File: config.mk
export PLATFORM = sky130hd
export DESIGN_NAME = alu_sweep_checker_expect_pipe
export DESIGN_NICKNAME = d
export VERILOG_FILES = /design/src/rtl/alu_sweep_checker_expect_pipe.sv
export SDC_FILE = /design/constraint.sdc
export NUM_CORES = 1
export LEC_CHECK = 0
export CELL_PAD_IN_SITES_DETAIL_PLACEMENT = 1
export CELL_PAD_IN_SITES_GLOBAL_PLACEMENT = 2
export CORE_AREA = 4 4 73 75
export DETAILED_ROUTE_END_ITERATION = 6
export DIE_AREA = 0 0 77 79
export PLACE_DENSITY_LB_ADDON = 0.3
export SLEW_MARGIN = 30
export SYNTH_ARGS = -nofsm -noshare
export SYNTH_HDL_FRONTEND = slang
export SYNTH_SLANG_ARGS = --single-unit
File: constraint.sdc
create_clock -name clk -period 2.42 [get_ports clk]
set_clock_uncertainty 0.15 [all_clocks]
set_input_delay 0.363 -clock clk [delete_from_list [all_inputs] [get_ports clk]]
set_output_delay 0.363 -clock clk [all_outputs]
set_load 0.05 [all_outputs]
File: src/rtl/alu_sweep_checker_expect_pipe.sv
// Expectation shift register. Each entry {valid, idx, expected} travels beside
// its vector, so the tail lines up with the unit's registered output.
module alu_sweep_checker_expect_pipe #(
    parameter int unsigned DEPTH = 3,
    parameter int unsigned IDX_W = 11,
    parameter int unsigned RES_W = 5
) (
    input  logic             clk,
    input  logic             rst_n,
    input  logic             clr_i,
    input  logic             push_valid_i,
    input  logic [IDX_W-1:0] push_idx_i,
    input  logic [RES_W-1:0] push_exp_i,
    output logic             tail_valid_o,
    output logic [IDX_W-1:0] tail_idx_o,
    output logic [RES_W-1:0] tail_exp_o
);

    localparam int unsigned ENTRY_W = 1 + IDX_W + RES_W;

    logic [ENTRY_W-1:0] stage_q [DEPTH];

    // Shift one stage per clock. A new sweep flushes every stage behind the head.
    always_ff @(posedge clk or negedge rst_n) begin
        if (!rst_n) begin
            // NOTE: this small array is reset on purpose. A stale valid bit left over
            // from an aborted sweep would otherwise be counted as a false mismatch.
            for (int i = 0; i < DEPTH; i++) begin
                stage_q[i] <= '0;
            end
        end else begin
            // NOTE: non-blocking assignments let every stage read its neighbour's
            // old value, so this is a shift and not a single-cycle pass-through.
            stage_q[0] <= {push_valid_i, push_idx_i, push_exp_i};
            for (int i = 1; i < DEPTH; i++) begin
                stage_q[i] <= clr_i ? '0 : stage_q[i-1];
            end
        end
    end

    assign {tail_valid_o, tail_idx_o, tail_exp_o} = stage_q[DEPTH-1];

endmodule

Yosys cells after proc, flatten, opt, wreduce, memory -nomap -nowiden:

Index checks and enable logic that the tools add are counted.

* output and inout port bits: 17
* logic and storage cells: 5
* input port bits: 20
* register bits after elaboration: 51

* mux-type cells: 2

Operator list (number)
* 17-bit two-way mux: 2

Depth between registers and ports, before layout:

Gate-level depths: netlist (run 1).

* depth in word-level cells: 1
* mapped depth: 2
* depth with buffers taken out: 1

Worst setup path after synthesis (run 1):

OpenSTA, ideal clock, no wires.

* path type: register to output
* from: register stage_q, in the netlist tail_valid_o
* to: output tail_valid_o
* buffers on the path: 0
* required time: 1.907 ns
* cell stages (with the launch flop): 1
* data arrival time: 0.586 ns
* path slack: 1.321 ns
* cell sequence: dfrtp_1

RTL lines
* start: declaration: line 21 `logic [ENTRY_W-1:0] stage_q [DEPTH];`
* start signal: indexed assignment: line 36 `stage_q[i] <= clr_i ? '0 : stage_q[i-1];`
* end: declaration: line 14 `output logic tail_valid_o,`

No word-level cell between the ends.

Final worst setup path (run 1):

* from: register stage_q, in the netlist tail_exp_o[2]
* to: output tail_exp_o[2]

RTL lines
* end: declaration: line 16 `output logic [RES_W-1:0] tail_exp_o`

No word-level cell between the ends.

==> metrics.md, run 1 <==
| Metric | Value |
|---|---|
| Outcome | completed |
| Setup TNS | 0 ps |
| Total power | 1.49 mW |
| Area growth syn-to-layout | 24.4% |
| Mapped Cells | 104 |
| CTS buffer count | 5 |
| P_leak | 0.938 nW |
| Distinct cell type count after synthesis | 5 |
| Non-filler cells, final | 186 |
| Slew margin rel. | 64.0% |
| Post-synth top area cell | dfrtp_1 |
| Core Box Area | 0.00466 mm² |
| Unrepaired setup endpoints after global routing | false |
| Compound-Gate Fraction of Synth Area | 0% |
| Synthesized flop and latch total | 51 |
| Crit path DAT | 1440 ps |
| Port Buffers | 36 |
| Largest stage delay, worst path | 810 ps |
| Post-CTS Setup Inserts | 0 |
| Drt wl/cell | 11.8 µm |
| Largest family of logic cells by synthesized area | simple AND/OR/NAND/NOR gates |
| Maximum Capacitance Violations | 0 |
| Cells along the critical path | clkdlybuf4s50_1 |
| Top FF cell, synth | dfrtp_1 |
| Detailed placement HPWL | 1.59 mm |
| Largest net degree at the start of global routing | 30 |
| DRT Wirelength | 2.20 mm |
| Post-layout util | 44.1% |
| FF/Latch Area | 0.00128 mm² |
| Worst-skew pair later-pin latency | 290 ps |
| Delay-heaviest family, CP | buffers and inverters |
| DRT Pass-1 Iters | 2 |
| Antenna diodes | 0 |
| I/O pin cnt | 37 |
| Final Max Tran Viols | 0 |
| Vias | 733 |
| Vias per inst | 3.94 |
| Die outline width | 77 µm |
| Worst path slowest cell | clkdlybuf4s50_1 |
| Buffers & Inverters on Critical Path | 1 |
| Register area share after synthesis | 77.2% |
| Clk slew on worst S/H paths | 80 ps |
| Tcrit/Tclk final | 80.7% |
| Footprint of the multi-input gates | 223 µm² |
| Pwr Density | 723 mW/mm² |
| Fin nets | 151 |
| Final GP Congestion | 0.652 |
| First-pass GRT wire length | 3.90 mm |
| Initial Util | 35.5% |
| Critical Path Sink Type | primary output |
| Share of layout cells above drive strength 1 | 11.4% |
| Proportion of netlist area held by the largest area contributor | 77.2% |
| Leading cell types by count after synthesis | dfrtp_1, nor2b_1, buf_4 |
| Top post-synthesis cells by area | dfrtp_1, nor2b_1, buf_4 |
| Total global routing overflow | 0 |
| CTS tree | yes |
| Synth Net Count | 124 |
| Slew @ Worst Pin | 539 ps |
| Cell with the most instances after synthesis | dfrtp_1 |
| Mean Syn Cell Area | 15.9 µm² |
| Clock Path Buffers | 2 |
| Crit path required time | 1910 ps |
| Hold violation count in the final report | 0 |
| Worst Hold Class | flip-flop to flip-flop |
| Mux contribution to synthesized area | 0% |
| Critical path class | flip-flop to primary output |
| Peak VDD IR | 0.299 mV |
| Nature of the critical path startpoint | flip-flop |
| Root Buffer | clkbuf_8 |
| Placed insts | 177 |
| DRT iter0 DRCs | 12 |
| Die height | 79 µm |
| Post-Synth Simple-Gate Area | 13.5% |
| Worst-path maximum fanout | 1 |
| Die area | 0.00608 mm² |
| Rows | 25 |
| # DRC | 0 |
| Xor-xnor portion of the synthesized cell area | 0% |
| Post-Synth Adder-Cell Area | 0% |
| Maximum clock rate | 512 MHz |
| Vias in the first global route | 872 |
| EDFF count, synth | 0 |
| Initial antenna violation count | 0 |
| Final setup violation count | 0 |
| Clk sink count | 51 |
| Min Tclk post-route | 1950 ps |
| Mapped cell area | 0.00165 mm² |
| Asr flop ratio synth | 100% |
| H-tree levels | 2 |
| Routed Antenna Nets | 0 |
| Tot GR Track Use | 8.36% |
| Filler Cells Inserted | 459 |
| Ys Warns | 0 |
## cell usage in the layout, fill, tap and decap left out, drive strengths merged
master         instances
and2b                  4
clkbuf                 5
nor2b                 30
clkdlybuf4s50         35
dlygate4sd3            1
buf                    3
clkinv                 3
dfrtp                 51
## cell type report
type	count	area share [%]
Clock buffer	5	3.35
Clock inverter	3	0.730
Multi-Input combinational cell	34	10.8
Sequential cell	51	62.1
Tap cell	54	3.29
Timing Repair Buffer	39	19.7
## power breakdown
group	internal (mW)	switching [mW]
Clock	0.198	0.247
Combinational	0.0652	0.0775
Sequential	0.890	0.00878
## registers in the layout (all words and copies together), names as in the netlist
| signal | count |
|---|---|
| stage_q | 34 |
| tail_idx_o | 11 |
| tail_exp_o | 5 |
| tail_valid_o | 1 |
## per-layer routing
| metal | GRT usage (%) | up-vias | wire, µm |
|---|---|---|---|
| li1 | - | 348 | - |
| met1 | 9.01 | 354 | 888 |
| met2 | 13.8 | 25 | 1090 |
| met3 | 3.97 | 6 | 169 |
| met4 | 4.27 | 0 | 45 |
| met5 | 0 | - | 0 |
## per-stage QoR
stage / cell area (µm²) / worst slack [ps] / hold slack (ps)
after floorplan: 1650 / 1320 / -82.6
after global placement: 1960 / 685 / 208
after detailed placement: 1960 / 656 / 217
after CTS: 2060 / 446 / 318
after global routing: 2060 / 427 / 331
final: 2060 / 468 / 312
## cells by family after synthesis
group         count (synthesis)
buf+inv                      19
flops                        51
simple gates                 34
## timing repair
item / 4_1_cts / 5_1_grt
hold buffers: 1 / 0
hold endpoints to repair: 22 / 0
gates resized for setup: 0 / 0
## final timing paths
check	startpoint	to	slack (ps)	cells after the start
setup / recovery	tail_exp_o[2]	tail_exp_o[2]	470	1
hold / removal	stage_q[47]	stage_q[30]	310	1
setup reg to reg	stage_q[33]	tail_valid_o	1610	1
hold reg to reg	stage_q[47]	stage_q[30]	310	1
max in group asynchronous	rst_n	stage_q[49]	1180	3
min in group asynchronous	rst_n	stage_q[40]	420	2
(Power assumes the default switching activity.)
==> run 2: changes to the inputs <==
--- a/config.mk
+++ b/config.mk
@@ -7,9 +7,9 @@
 export LEC_CHECK = 0
 export CELL_PAD_IN_SITES_DETAIL_PLACEMENT = 1
 export CELL_PAD_IN_SITES_GLOBAL_PLACEMENT = 2
-export CORE_AREA = 4 4 73 75
+export CORE_AREA = 4 4 80 82
 export DETAILED_ROUTE_END_ITERATION = 6
-export DIE_AREA = 0 0 77 79
+export DIE_AREA = 0 0 84 86
 export PLACE_DENSITY_LB_ADDON = 0.3
 export SLEW_MARGIN = 30
 export SYNTH_ARGS = -nofsm -noshare
==> constraint.sdc (replaced) <==
create_clock -name clk -period 1.6 [get_ports clk]
set_clock_uncertainty 0.15 [all_clocks]
set_input_delay 0.24 -clock clk [delete_from_list [all_inputs] [get_ports clk]]
set_output_delay 0.24 -clock clk [all_outputs]
set_load 0.05 [all_outputs]
==> metrics.md, run 2 (synthesis results as in run 1) <==
| Metric | Value |
|---|---|
| Tot GR Track Use | 8.23% (-0.13 points) |
| Min Tclk post-route | 1280 ps |
| Outcome | completed |
| Top reg by flops | stage_q |
| Worst hold slack | 229 ps (-83.7 ps) |
| Filler Cells Inserted | 576 (+25%) |
| Worst Hold Class | input pin to flip-flop |
| Crit path DAT | 890 ps (-550 ps) |
| Hold violation count in the final report | 0 (unchanged) |
| # DRC | 0 (unchanged) |
| Drt wl/cell | 12.4 µm (+5.1%) |
| Antenna diodes | 0 (unchanged) |
| Final setup violation count | 0 (unchanged) |
| CTS tree | yes |
| Total power | 2.52 mW (+70%) |
| DRT iter0 DRCs | 27 (+15) |
| Crit path required time | 1210 ps (-700 ps) |
| Pre-CTS WS | 169 ps (-487 ps) |
| Peak VDD IR | 0.669 mV (+120%) |
| Vias | 776 (+5.9%) |
| Slew margin rel. | 67.3% (+3.4 points) |
| Die height | 86 µm (+8.9%) |
| DRT Wirelength | 2.58 mm (+18%) |
| I/O pin cnt | 37 (unchanged) |
| Post-layout util | 39.9% (-4.2 points) |
| P_leak | 1.04 nW (+11%) |
| Root Buffer | clkbuf_8 |
| Buffers & Inverters on Critical Path | 1 (unchanged) |
| Final GP Congestion | 0.631 (-3.2%) |
| Fin worst setup slack | 322 ps (-145 ps) |
| Initial Util | 28.8% (-6.7 points) |
| Maximum Capacitance Violations | 0 (unchanged) |
| Worst-skew pair later-pin latency | 290 ps (about the same) |
| GR peak layer | met2 |
| First-pass GRT wire length | 4.49 mm (+15%) |
| Non-filler cells, final | 208 (+12%) |
| DRT Pass-1 Iters | 2 (unchanged) |
| Max FFs per register | 34 (unchanged) |
| Die outline width | 84 µm (+9.1%) |
| Largest stage delay, worst path | 430 ps (-380 ps) |
| Met2 Use GR | 13.7% (-0.025 points) |
| Met3 usage | 3.55% (-0.41 points) |
| Tcrit/Tclk final | 79.9% |
| Clk sink count | 51 (unchanged) |
| Routing usage on met1 | 9.23% (+0.22 points) |
| Largest net degree at the start of global routing | 32 (+6.7%) |
| Cells along the critical path | buf_12 |
| Area growth syn-to-layout | 38.8% |
| Share of layout cells above drive strength 1 | 24.8% (+13 points) |
| Die area | 0.00722 mm² (+19%) |
| Delay-heaviest family, CP | flip-flops |
| Nature of the critical path startpoint | flip-flop |
| Slew @ Worst Pin | 490 ps (-48.7 ps) |
| Vias per inst | 3.73 (-5.3%) |
| Most common cell after layout, fill and taps aside | dfrtp_1 |
| Critical Path Sink Type | primary output |
| FF/Latch Area | 0.00128 mm² (unchanged) |
| Fin nets | 152 (+0.66%) |
| Routed Antenna Nets | 0 (unchanged) |
| Unrepaired setup endpoints after global routing | false |
| Core Box Area | 0.00575 mm² (+23%) |
| Worst-path maximum fanout | 1 (unchanged) |
| Port Buffers | 36 (unchanged) |
| Vias in the first global route | 921 (+5.6%) |
| Maximum clock rate | 783 MHz |
| Cell area after layout | 0.00229 mm² (+12%) |
| Setup TNS | 0 ps (unchanged) |
| Total global routing overflow | 0 (unchanged) |
| Rows | 28 (+12%) |
| Initial antenna violation count | 0 (unchanged) |
| Pwr Density | 1100 mW/mm² (+52%) |
| Commonest non-fill, non-tap cells in the layout | dfrtp_1, nor2b_1, buf_12, clkdlybuf4s50_1, clkbuf_8 |
| Clk slew on worst S/H paths | 90 ps (about the same) |
| Final Max Tran Viols | 0 (unchanged) |
| CTS buffer count | 5 (unchanged) |
| Dpl cell area | 0.00217 mm² (+10%) |
| Placed insts | 199 (+12%) |
| Clock Path Buffers | 2 (unchanged) |
| Footprint of the multi-input gates | 223 µm² (unchanged) |
| H-tree levels | 2 (unchanged) |
| Critical path class | flip-flop to primary output |
| Worst path slowest cell | dfrtp_1 |
run 2: cell types whose count changed in the layout (fill, tap and decap cells not counted), sizes merged:
cell           delta
buf              +18
clkdlybuf4s50    -17
clkinv            -2
bufinv            +1
clkbuf            +1
run 2: power by group:
part / internal (mW) / leakage [nW] / switching, mW
Sequential: 1.35 / 0.646 / 0.0250
Combinational: 0.135 / 0.333 / 0.120
Clock: 0.506 / 0.0612 / 0.390
run 2: layout make-up:
class,count,share of cell area (%)
sequential,51,55.6
timing repair buffer,40,25.4
multi-input combinational,34,9.71
tap,75,4.09
clock buffer,6,3.60
clock inverter,2,1.53
run 2: path summary, 6_finish.rpt:
path	cells after the start	start	slack (ps)	end
max	1	tail_exp_o[0]	320	tail_exp_o[0]
min	1	push_exp_i[4]	230	stage_q[38]
max reg2reg	1	stage_q[33]	790	tail_valid_o
min reg2reg	1	stage_q[43]	310	stage_q[26]
max in group asynchronous	3	rst_n	490	stage_q[50]
min in group asynchronous	2	rst_n	280	stage_q[25]
run 2: repair_timing:
action                                 CTS  global route
endpoints found under the hold margin   20             0
buffers inserted                         0             0
resized for setup                        0             0
hold buffers                             1             0
run 2: per-layer routing:
layer | wire (µm) | vias to the layer above | part of all wire [%]
li1 | - | 351 | -
met1 | 1010 | 398 | 39
met2 | 1400 | 23 | 54
met3 | 133 | 4 | 5.2
met4 | 38 | 0 | 1.5
met5 | 0 | - | 0
